**config.mk**
```make
export PLATFORM = sky130hd
export DESIGN_NAME = sipo_deframer
export DESIGN_NICKNAME = d
export VERILOG_FILES = /design/src/rtl/sipo_deframer.sv
export SDC_FILE = /design/constraint.sdc
export NUM_CORES = 1
export LEC_CHECK = 0
export CAP_MARGIN = 10
export CORE_MARGIN = 2
export CORE_UTILIZATION = 48
export CTS_BUF_LIST = sky130_fd_sc_hd__clkbuf_4
export DETAILED_ROUTE_END_ITERATION = 8
export PLACE_DENSITY = 0.73
export RECOVER_POWER = 25
export SKIP_CTS_REPAIR_TIMING = 1
export SYNTH_ARGS = -nofsm -noshare
export SYNTH_HDL_FRONTEND = slang
export SYNTH_SLANG_ARGS = --single-unit
```
**constraint.sdc**
```tcl
create_clock -name clk -period 1.4 [get_ports clk]
set_input_delay 0.21 -clock clk [delete_from_list [all_inputs] [get_ports clk]]
set_output_delay 0.21 -clock clk [all_outputs]
set_load 0.01 [all_outputs]
```
**src/rtl/sipo_deframer.sv**
```systemverilog
// Serial-to-parallel deframer: start bit, WIDTH data bits, stop bit in; held parallel word out
// with a valid/ack handshake, a one-cycle framing-error pulse and a sticky overrun flag.
module sipo_deframer #(
    parameter int unsigned WIDTH     = 4,
    parameter bit          LSB_FIRST = 1'b1
) (
    input  logic             clk,
    input  logic             rst,
    input  logic             bit_en,
    input  logic             sin,
    input  logic             data_ack,
    output logic [WIDTH-1:0] data_out,
    output logic             data_valid,
    output logic             frame_err,
    output logic             overrun
);

    localparam int unsigned CNT_W = $clog2(WIDTH + 1);

    typedef enum logic [1:0] {
        IDLE = 2'd0,
        DATA = 2'd1,
        STOP = 2'd2
    } state_e;

    state_e             state_q,      state_d;
    logic [CNT_W-1:0]   cnt_q,        cnt_d;
    logic [WIDTH-1:0]   shreg_q,      shreg_d;
    logic [WIDTH-1:0]   data_out_q,   data_out_d;
    logic               data_valid_q, data_valid_d;
    logic               frame_err_q,  frame_err_d;
    logic               overrun_q,    overrun_d;

    logic [WIDTH-1:0]   shift_in;

    // Shift operators instead of slices keep WIDTH=1 legal.
    always_comb begin
        if (LSB_FIRST) begin
            shift_in = (shreg_q >> 1) | (WIDTH'(sin) << (WIDTH - 1));
        end else begin
            shift_in = (shreg_q << 1) | WIDTH'(sin);
        end
    end

    always_comb begin
        state_d      = state_q;
        cnt_d        = cnt_q;
        shreg_d      = shreg_q;
        data_out_d   = data_out_q;
        data_valid_d = data_valid_q;
        frame_err_d  = 1'b0;
        overrun_d    = overrun_q;

        if (data_valid_q && data_ack) begin
            data_valid_d = 1'b0;
        end

        if (bit_en) begin
            unique case (state_q)
                IDLE: begin
                    if (!sin) begin
                        state_d = DATA;
                        cnt_d   = '0;
                    end
                end
                DATA: begin
                    shreg_d = shift_in;
                    cnt_d   = cnt_q + CNT_W'(1);
                    if (cnt_q == CNT_W'(WIDTH - 1)) begin
                        state_d = STOP;
                    end
                end
                STOP: begin
                    state_d = IDLE;
                    if (!sin) begin
                        frame_err_d = 1'b1;
                    end else if (!data_valid_q || data_ack) begin
                        // A load in the same cycle as an ack wins: no bubble.
                        data_out_d   = shreg_q;
                        data_valid_d = 1'b1;
                    end else begin
                        overrun_d = 1'b1;
                    end
                end
                default: begin
                    state_d = IDLE;
                end
            endcase
        end
    end

    always_ff @(posedge clk) begin
        if (rst) begin
            state_q      <= IDLE;
            cnt_q        <= '0;
            shreg_q      <= '0;
            data_out_q   <= '0;
            data_valid_q <= 1'b0;
            frame_err_q  <= 1'b0;
            overrun_q    <= 1'b0;
        end else begin
            state_q      <= state_d;
            cnt_q        <= cnt_d;
            shreg_q      <= shreg_d;
            data_out_q   <= data_out_d;
            data_valid_q <= data_valid_d;
            frame_err_q  <= frame_err_d;
            overrun_q    <= overrun_d;
        end
    end

    assign data_out   = data_out_q;
    assign data_valid = data_valid_q;
    assign frame_err  = frame_err_q;
    assign overrun    = overrun_q;

endmodule

```
==> results of run 1 <==
==> power by group through the flow <==
stage	Combinational, mW	Sequential [mW]	Clock (mW)
after floorplan	0.0520	0.484	0
final	0.0828	0.476	0.246
after detailed placement	0.0849	0.486	0
after CTS	0.0858	0.476	0.250
after global placement	0.0836	0.486	0
after global routing	0.0930	0.477	0.266
==> worst paths after layout <==
check	endpoint	slack, ps
worst max register to register	cnt_q[0]	190
worst min register to register	shreg_q[0]	460
worst min-delay path	shreg_q[0]	460
worst max-delay path	data_valid	40
==> kinds of logic (layout without fill, tap and decap cells) <==
kind of cell               Yosys count  in the layout  synth area share, %
muxes                                5              5                7.270
AOI/OAI and AO/OA                   13             13                11.35
buffers and inverters                5             23                3.546
and+or+nand+nor                     35             35                28.90
adders and majority gates            2              2                3.546
DFF                                 16             16                45.39
==> area by class of cell <==
cell class | count | area (um^2) | area share [%]
multi-input combinational | 55 | 360.3 | 40.56
sequential | 16 | 320.3 | 36.06
timing repair buffer | 18 | 158.9 | 17.89
clock buffer | 3 | 22.52 | 2.535
tap | 15 | 18.77 | 2.113
clock inverter | 1 | 3.754 | 0.4225
inverter | 1 | 3.754 | 0.4225
==> placed cells by master, fill, tap and decap left out, drive strengths merged <==
cell / Yosys / layout
a211oi: 1 / 1
and3b: 1 / 1
clkinv: 0 / 1
inv: 1 / 1
o31ai: 1 / 1
nand3: 1 / 1
or3b: 1 / 1
nor4: 1 / 1
mux2i: 4 / 4
a31oi: 1 / 1
o21ai: 2 / 2
a41oi: 1 / 1
buf: 3 / 6
dfxtp: 16 / 16
nand2: 10 / 10
clkdlybuf4s25: 0 / 2
clkbuf: 1 / 4
mux2: 1 / 1
ha: 2 / 2
clkdlybuf4s50: 0 / 9
nand3b: 1 / 1
a21oi: 7 / 7
nor2b: 3 / 3
nand2b: 10 / 10
nor3b: 1 / 1
nor2: 6 / 6
==> state kept, by name (all words and copies together), names as in the netlist <==
register    cells
overrun         1
frame_err       1
shreg_q         4
data_out        4
state_q         2
data_valid      1
cnt_q           3
==> layer usage <==
layer,vias to the layer above,part of all wire [%]
met3,5,5.3
met2,12,42
li1,291,-
met5,-,0
met4,0,2.4
met1,260,50
==> through the flow <==
step           utilization (%)  setup WS [ps]  area [um^2]
2_1_floorplan                -          313.0        705.7
3_3_place_gp             64.92         -67.95        865.8
3_5_place_dp             64.92         -104.3        865.8
4_1_cts                  66.89          19.41        892.1
5_1_grt                  66.60          6.723        888.4
6_report                 66.60          41.76        888.4
==> metrics.md, run 1 <==
| Metric | Value |
|---|---|
| Status | finished, final reports clean |
| GRT busiest layer | met2 |
| R2r startpoint | state_q[0] |
| Row count | 13 |
| Detailed placer's ending HPWL | 858.8 um |
| Antenna cells | 0 |
| Largest vdd supply drop | about 0.00047 V |
| Met1 Resource Use GR | 20.69% |
| Antenna violations before repair | 0 |
| Syn_nets | 83 |
| Total core area | 1334 um^2 |
| Final slew viol count | 0 |
| DR WL/cell | 10.83 um |
| Worst skew pair latency | 280 ps |
| Synth cell count leaders | 16 x dfxtp_1, 10 x nand2_1, 10 x nand2b_1 |
| Buf/Inv on CP | 1 |
| Worst Hold Launch | shreg_q[0] |
| Top_reg_cell synth | dfxtp_1 |
| Worst slew margin | 77.06% |
| Worst-Margin Slew | 343.4 ps |
| Met2 Resource Use GR | 23.69% |
| CP top delay family | buffers and inverters |
| Top-count cell post-synth | dfxtp_1 |
| Slowest CP cell | clkdlybuf4s50_1 |
| Ratio of cells with drive above 1 in the final layout | 13.83% |
| Total power | 0.8052 mW |
| Reg2Reg Depth | 3 |
| Layout area overhead | 25.89% |
| Initial drt markers | 7 |
| Final WL | 1181 um |
| GPL Wtd Cong | 0.7073 |
| Yosys warnings | 0 |
| Combinational power share | 10.3% |
| Cell variety after synth | 25 |
| Cells after Synth | 76 |
| Clk pwr share | 30.6% |
| Worst setup path start | data_valid |
| Pin count of the biggest net entering global routing | 13 |
| Endpoints failing hold | 0 |
| Seq pwr share | roughly three fifths |
| Grt ovf | 0 |
| Switching part of the total | 24.08% |
| Most area-hungry cell type in the Yosys netlist | dfxtp_1 |
| # DRC | 0 |
| Req. time, crit path | 1190 ps |
| Initial Utilization | roughly 53% |
| Register area share after synthesis | ~45% |
| GR Util All Layers | 15.57% |
| Crit-path cells | clkdlybuf4s50_1 |
| Vias in the first global route | between 500 and 600 |
| Number of max-cap violations | 0 |
| Yosys reg bits | 16 |
| Min Clock Period, post-route | between 1000 and 1500 ps |
| Synth async-reset ratio | 0% |
| Period utilisation layout | 97.02% |
| Syn_area_per_cell | around 9.3 um^2 |
| CTS buffer count | 3 |
| Post-synth EDFFs | 0 |
| Drt pass-1 iters | 2 |
| Mapped cell area | approximately 710 um^2 |
| CP Data Arrival Time | 1150 ps |
| Synth top area cells | dfxtp_1 45%, nand2b_1 8.9%, mux2i_1 5.7% |
| Htree depth | 1 |
| Final Skew | 0.5407 ps |
| Critical path depth | 1 |
| DRT antenna net count | 0 |
| WHS | about 460 ps |
| Hold path cells | 2 |
| P_sw | 0.1939 mW |
| Power Density | 906.4 nW/um^2 |
| Root buffer cell | clkbuf_4 |
| Crit Path Class | flop to primary output |
| RSZ-0062 raised after global routing | no |
| Post-synth top area share | 45.39% |
| M3 GR Usage | ~3.4% |
| Setup tns final | 0 ps |
| Pint | 0.6113 mW |
| Cell Count, Final, Fillers Out | 109 |
| F_max | 736.2 MHz |
| Endpoint type of the worst setup path | primary output |
| Fillers | about 100 |
| CTS max path bufs | 2 |
| Routed vias | 568 |
| Vias/cell | 5.211 |
| Die area | 1793 um^2 |
| CP Max Fanout | 2 |
| Crit path largest cell delay | 530 ps |
| Startpoint Class | flop |
| Ports | 12 |
| Worst hold path type | flop to flop |
| Nets | 102 |
| Leak | 0.3079 nW |
| Inst Count DP | 105 |
| Die width | 42.34 um |
| Die H | 42.34 um |
| TritonCTS clock tree | done |
| Setup violations, final | 0 |
| First-pass GRT wire length | 2173 um |
| Clk sinks | 16 |
| Port Buffer Count | 11 |
| Clk slew on worst S/H paths | 90 ps |
(Power assumes the default switching activity.)
==> inputs of run 2 (changes only) <==
--- a/config.mk
+++ b/config.mk
@@ -5,12 +5,13 @@
 export SDC_FILE = /design/constraint.sdc
 export NUM_CORES = 1
 export LEC_CHECK = 0
+export ABC_AREA = 1
 export CAP_MARGIN = 10
 export CORE_MARGIN = 2
-export CORE_UTILIZATION = 48
+export CORE_UTILIZATION = 52
 export CTS_BUF_LIST = sky130_fd_sc_hd__clkbuf_4
 export DETAILED_ROUTE_END_ITERATION = 8
-export PLACE_DENSITY = 0.73
+export PLACE_DENSITY = 0.79
 export RECOVER_POWER = 25
 export SKIP_CTS_REPAIR_TIMING = 1
 export SYNTH_ARGS = -nofsm -noshare
==> metrics.md, run 2 <==
| Metric | Value |
|---|---|
| Status | finished, final reports clean |
| Die H | 40.64 um (-4.0%) |
| Cell variety after synth | 15 (-40%) |
| Die width | 40.64 um (-4.0%) |
| Largest vdd supply drop | 0.0006067 V (+30%) |
| Row count | 13 (unchanged) |
| Top-count cell post-synth | inv_1 |
| P_sw | 0.1887 mW (-2.7%) |
| Cell Count, Final, Fillers Out | 130 (+19%) |
| CP top delay family | buffers and inverters |
| Vias in the first global route | 483 (-6.9%) |
| Most common cell after layout, fill and taps aside | inv_1 |
| Mapped cell area | 698.2 um^2 (-1.1%) |
| Initial Utilization | 54.33% (+1.4 points) |
| Detailed placer's ending HPWL | 969.9 um (+13%) |
| Most area-hungry cell type in the Yosys netlist | dfxtp_1 |
| CTS max path bufs | 2 (unchanged) |
| Syn_area_per_cell | 7.052 um^2 (-24%) |
| DRT antenna net count | 0 (unchanged) |
| Fillers | 120 (+15%) |
| Combinational power share | 8.1% (-2.2 points) |
| Initial drt markers | 7 (unchanged) |
| Synth cell count leaders | 23 x inv_1, 22 x nand2_1, 16 x dfxtp_1 |
| TritonCTS clock tree | done |
| Synth top area cells | dfxtp_1 46%, inv_1 12%, nand2_1 12% |
| GR Util All Layers | 19.50% (+3.9 points) |
| Seq pwr share | 60.3% (+1.2 points) |
| DR WL/cell | 9.900 um (-8.6%) |
| Leak | 0.4474 nW (+45%) |
| Power Density | 904.5 nW/um^2 (-0.20%) |
| Crit path largest cell delay | 520 ps (about the same) |
| Final slew viol count | 0 (unchanged) |
| Endpoint type of the worst setup path | primary output |
| Synth async-reset ratio | 0% (unchanged) |
| Setup tns final | 0 ps (unchanged) |
| Syn_nets | 106 (+28%) |
| Startpoint Class | flop |
| Port Buffer Count | 11 (unchanged) |
| Total core area | 1285 um^2 (-3.7%) |
| First-pass GRT wire length | 1994 um (-8.2%) |
| # DRC | 0 (unchanged) |
| Crit Path Class | flop to primary output |
| Setup violations, final | 0 (unchanged) |
| Cells after Synth | 99 (+30%) |
| Ports | 12 (unchanged) |
| Worst skew pair latency | 290 ps (about the same) |
| Htree depth | 1 (unchanged) |
| Req. time, crit path | 1190 ps (about the same) |
| Slowest CP cell | clkdlybuf4s50_1 |
| Worst slew margin | 81.67% (+4.6 points) |
| Clk slew on worst S/H paths | 90 ps (about the same) |
| Vias/cell | 4.738 (-9.1%) |
| Inst Count DP | 126 (+20%) |
| Number of max-cap violations | 0 (unchanged) |
| Clk pwr share | 31.6% (+1.0 points) |
| Period utilisation layout | 95.19% (-1.8 points) |
| PnR worst setup slack | 67.34 ps (+25.57 ps) |
| Post-synth EDFFs | 0 (unchanged) |
| Yosys reg bits | 16 (unchanged) |
| CP Data Arrival Time | 1120 ps (-30 ps) |
| Top_reg_cell synth | dfxtp_1 |
| Pint | 0.5956 mW (-2.6%) |
| CP Max Fanout | 1 (-1) |
| Root buffer cell | clkbuf_4 |
| Endpoints failing hold | 0 (unchanged) |
| GPL Wtd Cong | 0.8175 (+16%) |
| Buf/Inv on CP | 1 (unchanged) |
| RSZ-0062 raised after global routing | no |
| Drt pass-1 iters | 4 (+2) |
| Grt ovf | 0 (unchanged) |
| Yosys warnings | 0 (unchanged) |
| Routed vias | 616 (+8.5%) |
| Worst hold path type | flop to flop |
| Final Skew | 1.948 ps (+1.408 ps) |
| Layout area overhead | 24.19% |
| Die area | 1652 um^2 (-7.9%) |
| Ratio of cells with drive above 1 in the final layout | 8.696% (-5.1 points) |
| Total power | 0.7843 mW (-2.6%) |
| Most frequent cells in the layout | 23 x inv_1, 22 x nand2_1, 16 x dfxtp_1 |
| Post-synth top area share | 45.88% (+0.49 points) |
| Switching part of the total | 24.06% (about the same) |
| Crit-path cells | clkdlybuf4s50_1 |
| Min Clock Period, post-route | 1333 ps (-25.57 ps) |
| Antenna violations before repair | 0 (unchanged) |
| Nets | 123 (+21%) |
| Pin count of the biggest net entering global routing | 10 (-3) |
| Final WL | 1287 um (+9.0%) |
| Antenna cells | 0 (unchanged) |
| Post-Place Setup Slack | 41.12 ps (+145.4 ps) |
| Clk sinks | 16 (unchanged) |
| Register area share after synthesis | 45.88% (+0.49 points) |
| CTS buffer count | 3 (unchanged) |
| F_max | 750.4 MHz (+1.9%) |
| Worst-Margin Slew | 272.4 ps (-71.00 ps) |
==> run 2: changes by cell type after synthesis, moves of 2 or more <==
cell and delta:
mux2i_1 -4, nand3_1 +4, nor2b_1 -2, inv_2 +2
o21ai_0 +2, nand2b_1 -10, nand2_1 +12, nand3_2 +2
nor2_1 +4, buf_2 -2, inv_1 +22
==> run 2: worst paths after layout <==
kind / startpoint / end / slack, ps / cells past startpoint
max: frame_err / frame_err / 70 / 1
min: cnt_q[2] / cnt_q[2] / 460 / 2
max reg2reg: state_q[0] / shreg_q[2] / 260 / 3
min reg2reg: cnt_q[2] / cnt_q[2] / 460 / 2
==> run 2: through the flow <==
| step | hold slack, ps | utilization (%) | instance area, um^2 |
|---|---|---|---|
| CTS | 464.1 | 67.28 | 864.6 |
| floorplan | 288.7 | - | 698.2 |
| global route | 483.7 | 67.48 | 867.1 |
| detailed placement | 449.9 | 65.24 | 838.3 |
| finish | 464.0 | 67.48 | 867.1 |
| global placement | 448.7 | 65.24 | 838.3 |
==> run 2: power groups by stage <==
stage                     combinational, mW  sequential, mW  clock [mW]
after floorplan                      0.0381           0.482           0
after global placement               0.0623           0.483           0
after detailed placement             0.0641           0.484           0
after CTS                            0.0643           0.473       0.259
after global routing                 0.0721           0.474       0.269
final                                0.0634           0.473       0.248
==> run 2: cells by family after synthesis <==
| kind of cell | count (synthesis) | synth area share (%) |
|---|---|---|
| DFF | 16 | 45.88 |
| buffers and inverters | 26 | 13.98 |
| AOI/OAI and AO/OA | 12 | 8.602 |
| and+or+nand+nor | 43 | 27.96 |
| adders and majority gates | 2 | 3.584 |
==> run 2: layout make-up <==
cell class / instances / area (um^2) / share of cell area, %
Clock buffer: 3 / 22.52 / 2.597
Clock inverter: 1 / 3.754 / 0.4329
Inverter: 25 / 93.84 / 10.82
Multi-Input combinational cell: 57 / 275.3 / 31.75
Sequential cell: 16 / 320.3 / 36.94
Tap cell: 15 / 18.77 / 2.165
Timing Repair Buffer: 13 / 132.6 / 15.30
==> run 2: metal layers <==
| layer | up-vias | part of all wire (%) | GRT usage [%] |
|---|---|---|---|
| met5 | - | 0 | 0 |
| met4 | 0 | 3.4 | 17.50 |
| met3 | 4 | 4.0 | 3.261 |
| met2 | 15 | 46 | 31.35 |
| met1 | 266 | 46 | 21.89 |
| li1 | 331 | - | - |
